## src/rtl/harmonic_mixer_if.sv

```systemverilog
// Bundle between the harmonic mixer and its environment: frame control, upstream position handshake, sine ROM port, mixed output.
// No storage; timing is set entirely by the mixer (ROM data expected one clock after lut_addr).
// Upstream back-pressure: the mixer waits on sample_ready and acknowledges each position with next_sample.
interface harmonic_mixer_if #(
  parameter int LUT_ADDR_W = 11
);
  logic                  sample_clock;
  logic [7:0]            harmonic_count;
  logic [7:0]            decay;
  logic                  sample_ready;
  logic [15:0]           sample_position;
  logic                  next_sample;
  logic [7:0]            harmonic;
  logic [LUT_ADDR_W-1:0] lut_addr;
  logic signed [15:0]    lut_data;
  logic signed [23:0]    mix_out;
  logic                  mix_valid;
  logic                  busy;
  logic                  overrun;

  // Mixer side.
  modport master (
    input  sample_clock, harmonic_count, decay, sample_ready, sample_position, lut_data,
    output next_sample, harmonic, lut_addr, mix_out, mix_valid, busy, overrun
  );

  // Environment side: frame tick source, position generator, sine ROM and output sink.
  modport slave (
    output sample_clock, harmonic_count, decay, sample_ready, sample_position, lut_data,
    input  next_sample, harmonic, lut_addr, mix_out, mix_valid, busy, overrun
  );
endinterface

```

## src/rtl/harmonic_mixer.sv

```systemverilog
// Sums N decaying sine harmonics per sample tick into one signed 24-bit output sample.
// Latency: 4 cycles per harmonic once its position is ready, plus 2 cycles of frame overhead.
// Back-pressure: holds in WAIT_POS until sample_ready; sample ticks while busy are dropped and flagged.
module harmonic_mixer #(
  parameter int HARMONIC_MAX = 64,
  parameter int LUT_ADDR_W   = 11
) (
  input logic              clock,
  input logic              reset,
  harmonic_mixer_if.master bus
);

  typedef enum logic [2:0] {
    IDLE     = 3'd0,
    WAIT_POS = 3'd1,
    LOOKUP   = 3'd2,
    MAC      = 3'd3,
    ADVANCE  = 3'd4,
    DONE     = 3'd5
  } state_t;

  localparam logic [8:0] N_MAX = 9'(HARMONIC_MAX);

  state_t                 state;
  state_t                 state_nx;
  logic [7:0]             harm;
  logic [8:0]             n_lim;
  logic [8:0]             n_start;
  logic [7:0]             decay_q;
  logic [7:0]             amp;
  logic [7:0]             amp_next;
  logic signed [23:0]     acc;
  logic [LUT_ADDR_W-1:0]  addr;
  logic signed [23:0]     mix;
  logic                   mix_vld;
  logic                   last_harm;
  logic signed [24:0]     lut_ext;
  logic signed [24:0]     amp_ext;
  logic signed [24:0]     prod;
  logic signed [23:0]     term;

  // Product of signed ROM sample and unsigned amplitude; |product| < 2^23 so 25 bits never wrap.
  assign lut_ext   = $signed({{9{bus.lut_data[15]}}, bus.lut_data});
  assign amp_ext   = $signed({17'd0, amp});
  assign prod      = lut_ext * amp_ext;
  assign term      = 24'(prod >>> 8);
  assign amp_next  = 8'(({8'd0, amp} * {8'd0, decay_q}) >> 8);
  assign last_harm = ({1'b0, harm} == (n_lim - 9'd1));

  assign bus.harmonic  = harm;
  assign bus.lut_addr  = addr;
  assign bus.mix_out   = mix;
  assign bus.mix_valid = mix_vld;

  // Frame length: a zero request still sums one harmonic, and never more than HARMONIC_MAX.
  always_comb begin
    n_start = {1'b0, bus.harmonic_count};
    if (n_start == 9'd0) n_start = 9'd1;
    if (n_start > N_MAX) n_start = N_MAX;
  end

  // State register.
  always_ff @(posedge clock or negedge reset) begin
    if (!reset) state <= IDLE;
    else        state <= state_nx;
  end

  // Next-state and state-decoded outputs; a tick outside IDLE only raises overrun.
  always_comb begin
    state_nx        = state;
    bus.next_sample = 1'b0;
    bus.busy        = (state != IDLE);
    bus.overrun     = bus.sample_clock && (state != IDLE);
    case (state)
      IDLE:     if (bus.sample_clock) state_nx = WAIT_POS;
      WAIT_POS: if (bus.sample_ready) state_nx = LOOKUP;
      LOOKUP:   state_nx = MAC;
      MAC:      state_nx = ADVANCE;
      ADVANCE: begin
        bus.next_sample = 1'b1;
        state_nx        = last_harm ? DONE : WAIT_POS;
      end
      DONE:     state_nx = IDLE;
      default:  state_nx = IDLE;
    endcase
  end

  // Datapath: frame setup, ROM address capture, accumulate, amplitude decay, output load.
  always_ff @(posedge clock or negedge reset) begin
    if (!reset) begin
      harm    <= 8'd0;
      n_lim   <= 9'd0;
      decay_q <= 8'd0;
      amp     <= 8'd0;
      acc     <= 24'sd0;
      addr    <= '0;
      mix     <= 24'sd0;
      mix_vld <= 1'b0;
    end else begin
      mix_vld <= 1'b0;
      case (state)
        IDLE: begin
          if (bus.sample_clock) begin
            acc     <= 24'sd0;
            amp     <= 8'hFF;
            n_lim   <= n_start;
            decay_q <= bus.decay;
            harm    <= 8'd0;
          end
        end
        WAIT_POS: begin
          if (bus.sample_ready) addr <= LUT_ADDR_W'(bus.sample_position >> (16 - LUT_ADDR_W));
        end
        MAC: acc <= acc + term;
        ADVANCE: begin
          if (last_harm) begin
            harm <= 8'd0;
          end else begin
            harm <= harm + 8'd1;
            amp  <= amp_next;
          end
        end
        DONE: begin
          mix     <= acc;
          mix_vld <= 1'b1;
        end
        default: ;
      endcase
    end
  end

endmodule

```

## src/flat_wrapper.sv

```systemverilog
// flat-port wrapper written by rule: the top's interface ports become plain ports
module harmonic_mixer_flat 
#(
  parameter int HARMONIC_MAX = 64,
  parameter int LUT_ADDR_W   = 11
)
  (clock, reset, bus_sample_clock, bus_harmonic_count, bus_decay, bus_sample_ready, bus_sample_position, bus_lut_data, bus_next_sample, bus_harmonic, bus_lut_addr, bus_mix_out, bus_mix_valid, bus_busy, bus_overrun);
  harmonic_mixer_if #(.LUT_ADDR_W(LUT_ADDR_W)) bus_i ();
  input logic clock;
  input logic reset;
  input wire logic [$bits(bus_i.sample_clock)-1:0] bus_sample_clock;
  input wire logic [$bits(bus_i.harmonic_count)-1:0] bus_harmonic_count;
  input wire logic [$bits(bus_i.decay)-1:0] bus_decay;
  input wire logic [$bits(bus_i.sample_ready)-1:0] bus_sample_ready;
  input wire logic [$bits(bus_i.sample_position)-1:0] bus_sample_position;
  input wire logic [$bits(bus_i.lut_data)-1:0] bus_lut_data;
  output wire logic [$bits(bus_i.next_sample)-1:0] bus_next_sample;
  output wire logic [$bits(bus_i.harmonic)-1:0] bus_harmonic;
  output wire logic [$bits(bus_i.lut_addr)-1:0] bus_lut_addr;
  output wire logic [$bits(bus_i.mix_out)-1:0] bus_mix_out;
  output wire logic [$bits(bus_i.mix_valid)-1:0] bus_mix_valid;
  output wire logic [$bits(bus_i.busy)-1:0] bus_busy;
  output wire logic [$bits(bus_i.overrun)-1:0] bus_overrun;
  assign bus_i.sample_clock = bus_sample_clock;
  assign bus_i.harmonic_count = bus_harmonic_count;
  assign bus_i.decay = bus_decay;
  assign bus_i.sample_ready = bus_sample_ready;
  assign bus_i.sample_position = bus_sample_position;
  assign bus_i.lut_data = bus_lut_data;
  assign bus_next_sample = bus_i.next_sample;
  assign bus_harmonic = bus_i.harmonic;
  assign bus_lut_addr = bus_i.lut_addr;
  assign bus_mix_out = bus_i.mix_out;
  assign bus_mix_valid = bus_i.mix_valid;
  assign bus_busy = bus_i.busy;
  assign bus_overrun = bus_i.overrun;
  harmonic_mixer #(.HARMONIC_MAX(HARMONIC_MAX), .LUT_ADDR_W(LUT_ADDR_W)) u_core (.clock(clock), .reset(reset), .bus(bus_i));
endmodule
```

## config.mk

```make
export PLATFORM = sky130hd
export DESIGN_NAME = harmonic_mixer_flat
export DESIGN_NICKNAME = d
export VERILOG_FILES = /design/src/rtl/harmonic_mixer_if.sv /design/src/rtl/harmonic_mixer.sv /design/src/flat_wrapper.sv
export SDC_FILE = /design/constraint.sdc
export NUM_CORES = 1
export LEC_CHECK = 0
export CAP_MARGIN = 20
export CELL_PAD_IN_SITES_DETAIL_PLACEMENT = 1
export CELL_PAD_IN_SITES_GLOBAL_PLACEMENT = 2
export CORE_UTILIZATION = 37
export DETAILED_ROUTE_END_ITERATION = 6
export PLACE_DENSITY_LB_ADDON = 0.1
export SLEW_MARGIN = 20
export SYNTH_ARGS = -nofsm -noshare
export SYNTH_HDL_FRONTEND = slang
export SYNTH_SLANG_ARGS = --single-unit
```

## constraint.sdc

```tcl
create_clock -name clock -period 7.69 [get_ports clock]
set_input_delay 1.538 -clock clock [delete_from_list [all_inputs] [get_ports clock]]
set_output_delay 1.538 -clock clock [all_outputs]
set_load 0.05 [all_outputs]
```

== Yosys cells after proc, flatten, opt, wreduce, memory -nomap -nowiden ==
Cells that the tools add are included.

* Multipliers: 2
* Mux-type cells: 16
* Magnitude comparators: 1
* Add/sub/neg operators: 3
* Equal/unequal tests: 9
* Reductions and logical operators: 12

{| class="wikitable"
|+ Operator list
! operator !! count
|-
| $pmux 24 s2 || 1
|-
| $mux 8 || 5
|-
| $pmux 8 s2 || 2
|-
| $mul 16x9->25 || 1
|-
| $add 24x17->24 || 1
|-
| $mux 24 || 1
|-
| $mul 8x8->16 || 1
|-
| $pmux 3 s5 || 1
|-
| $reduce_and 2->1 || 5
|-
| $eq 8x9->1 || 1
|-
| $gt 9x7->1 const B || 1
|-
| $mux 3 || 3
|-
| $mux 9 || 1
|-
| $sub 9x1->9 const B || 1
|-
| $add 8x1->8 const B || 1
|-
| $logic_not 8->1 || 1
|-
| $eq 3x2->1 const B || 2
|-
| $eq 3x3->1 const B || 2
|-
| $ne 2x2->1 const B || 3
|-
| $reduce_bool 2->1 || 2
|-
| $eq 3x1->1 const B || 1
|-
| $logic_not 3->1 || 1
|-
| $reduce_and 3->1 || 1
|-
| $reduce_bool 3->1 || 1
|-
| 2 further kinds || 3
|}

* Word-level logic and storage cells: 52
* Bits in registers: 96
* Input bits: 52
* Output and inout bits: 47

== Logic depth before layout (Yosys ltp) ==
* Depth after elaboration: 4
* Mapped depth: 30

== Worst setup path after synthesis ==
Ideal clock, no wire load.

* Path type: input to register
* Start point: input bus_lut_data[15]
* End point: register u_core.acc[23]
* Path slack: -0.158 ns
* Cell stages on the path: 27
* Data arrival time: 7.725 ns
* Setup time: 0.123 ns
* Required time: 7.567 ns
* Path through: clkbuf_1 > nand2_1 > fa_1 > fa_1 > inv_1 > fa_1 > inv_1 > fa_1 > inv_1 > ha_1 > a21o_1 > a21o_1 > a211oi_1 > o211ai_1 > o211ai_1 > a211oi_2 > xnor2_1 > ha_1 > a21oi_1 > o21ai_1 > or3_1 > o22ai_1 > nor3_2 > nor3_1 > o31ai_1 > mux2_2 > mux2i_1

* Longest elaborated chain between the ends: 3

{| class="wikitable"
|+ Ends and longest elaborated chain
! item !! line !! text
|-
| from (decl) || flat_wrapper.sv:16 || <nowiki>input wire logic [$bits(bus_i.lut_data)-1:0] bus_lut_data;</nowiki>
|-
| $mul 16x9->25 || harmonic_mixer.sv:45 || <nowiki>assign prod = lut_ext * amp_ext;</nowiki>
|-
| $add 24x17->24 || harmonic_mixer.sv:114 || <nowiki>MAC: acc <= acc + term;</nowiki>
|-
| $pmux 24 s2 || harmonic_mixer.sv:101 || <nowiki>case (state)</nowiki>
|-
| to (signal assigned) || harmonic_mixer.sv:114 ||
|-
| to (decl) || harmonic_mixer.sv:32 || <nowiki>logic signed [23:0] acc;</nowiki>
|}

No other way between the ends.
A chain may end at the register's enable or synchronous reset.

== Worst setup path after layout ==
* Start point: input bus_lut_data[5]
* End point: register u_core.acc[23]

Same word-level chain as after synthesis.

==> run metrics <==
global-route wire length before repair 52,200 µm; RSZ-0062 raised after global routing yes; sequential share of the synthesized area 21.3%; Max clock buf depth 2; status finished, final reports clean; CTS root buf clkbuf_16; final hold slack 0.484 ns; maxcap violations 0; EDFF count, synth 0; crit share post-route between 90% and 100%; drt pass-1 iters 4; worst path arrival time 7.75 ns; Site Rows between 60 and 70; htree depth 3; most used cell along the critical path buf_6; minimum clock period 7.51 ns; Synth area leaders fa_1, dfrtp_1, ha_1, nand2_1, inv_1; Routed Wire Length just over 30,000 µm; CTS tree built; Sequential Area 2380 µm²; Clock Latency Late Sink 0.37 ns; Startpoint Class input pin; Seq cells post-synth 95; nets@finish approximately 1,800; Slew @ Worst Pin 0.962 ns; largest net degree at the start of global routing 76; post-synth top area share 24.6%; slowest stage delay, CP just under 0.6 ns; crit path kind in2reg; count leader, synth nand2_1; max frequency 133 MHz; Synth Cell Area between 10,000 and 15,000 µm²; clk_skew 0.0175 ns; initial antenna violation count 0; Synthesized Nets 1,560; initial core utilization 37.7%; Detail Route Antenna Nets 0; wire per inst roughly 16 µm; Layout area overhead 28.2%; TritonCTS Sinks 95; Relative slew margins between 30% and 40%; CP endpoint kind flip-flop; clk slew on worst S/H paths 0.07 ns; area leader, netlist fa_1; CTS hold repair buffers 0; die height 176 µm; Req. time, crit path ~7.9 ns; setup violators final 0; fillers around 3,500; Setup TNS 0 ns; Final Cell Area roughly 14,000 µm²; DR iter-0 viols 234; Core ar. 29,600 µm²; ys async rst share 100%; worst min path class reg2reg; Die W between 150 and 200 µm; I/O pin cnt just under 100; vias slightly above 9,000; Port-buffer cells 93; grt total ovfl 0; share of layout cells above drive strength 1 18.8%; setup ws final ~0.18 ns; Post-Syn Area per Cell 8.81 µm²; vias in the first global route 10,302; crit-path max FO 4; DRC 0; Total Routing Usage GR roughly a fifth; DP Wirelength 24,000 µm; Post-Synthesis Cells between 1,000 and 1,500; area post-placement 13,500 µm²; TritonCTS buffer count 9; DIE AREA a little over 30,000 µm²; endpoints failing hold 0; dpl ws -1.00 ns; RD Place Congestion 0.796; multi-input logic area 8290 µm²; Ant. Diodes 0; Crit-path slowest cell fa_2; commonest cells in the netlist nand2_1, inv_1, fa_1; pins over their slew limit 0; Yosys warning total 0; ys flop type dfrtp_1; Vias/cell ~5; post-synthesis cell type count 55
## area by class of cell
type,count,area share (%)
clock buffers,11,1.77
clock inverters,5,0.446
flip-flops and latches,95,16.6
inverters,207,5.43
multi-input cells,926,57.9
well taps,390,3.41
repair buffers,244,14.4
## layout by cell type (no fill, tap or decap), types with 10 or more instances in the layout
cell type        instances
xnor2_1                 32
a21oi_1                 28
xor2_1                  22
a21o_1                  12
buf_4                  144
nand3_1                 31
fa_1                   130
ha_1                    86
inv_1                  198
ha_4                    14
clkdlybuf4s50_1         76
and3_1                  10
dfrtp_1                 95
nor2_1                  41
mux2_2                  11
o21ai_0                 50
nand2_1                207
and2_1                  99
nor3_1                  14
## worst max-delay path, delay by kind of cell
| family | cells | cell delay (ns) |
|---|---|---|
| and+or+nand+nor | 11 | 1.95 |
| AOI/OAI and AO/OA | 4 | 0.59 |
| muxes | 2 | 0.39 |
| xor gates and xnor gates | 1 | 0.13 |
| adders and majority gates | 6 | 2.69 |
| buffers and inverters | 5 | 0.43 |
## sequential cells by signal, summed over array words and instances, names as in the netlist
signal and count:
u_core.acc 24, u_core.amp 8, u_core.bus.harmonic 8, u_core.bus.lut_addr 11, u_core.bus.mix_out 24, u_core.bus.mix_valid 1
u_core.decay_q 8, u_core.n_lim 8, u_core.state 3
## through the flow
step / std cells / util (%)
after floorplan: 1267 / -
after global placement: 1846 / 45.4
after detailed placement: 1846 / 45.4
after CTS: 1871 / 47.3
after global routing: 1878 / 48.3
final: 1878 / 48.3
## path summary, 6_finish.rpt
| check | start | endpoint | slack (ns) | depth (start not counted) |
|---|---|---|---|---|
| setup / recovery | bus_lut_data[5] | u_core.acc[23] | 0.18 | 29 |
| hold / removal | u_core.bus.mix_out[21] | u_core.bus.mix_out[21] | 0.48 | 2 |
| setup reg to reg | u_core.amp[3] | u_core.acc[23] | 0.60 | 27 |
| hold reg to reg | u_core.bus.mix_out[21] | u_core.bus.mix_out[21] | 0.48 | 2 |
| max in group asynchronous | reset | u_core.acc[7] | 5.60 | 2 |
| min in group asynchronous | reset | u_core.bus.lut_addr[3] | 1.06 | 1 |
## metal layers
| layer | global-route usage (%) | routed length (µm) |
|---|---|---|
| met5 | 0 | 0 |
| met2 | 37.0 | 15500 |
| met3 | 2.71 | 683 |
| met1 | 28.2 | 14300 |
| met4 | 3.99 | 270 |
## cell families after synthesis
| kind of cell | share of synthesized area (%) |
|---|---|
| AND/OR/NAND/NOR | 19.6 |
| buffers and inverters | 8.30 |
| adder cells (fa/ha/maj) | 36.2 |
| AO/OA/AOI/OAI | 8.76 |
| flip-flops | 21.3 |
| XOR/XNOR | 4.47 |
| multiplexers | 1.30 |
## repair_timing
item | CTS | global route
gates cloned | 0 | 0
buffers inserted | 9 | 8
setup endpoints to repair | 13 | 13
gates resized for setup | 76 | 90
pin swaps | 50 | 91
Power is not shown: default switching activity piles up to over one toggle a cycle in this logic, so the estimate is an artifact.
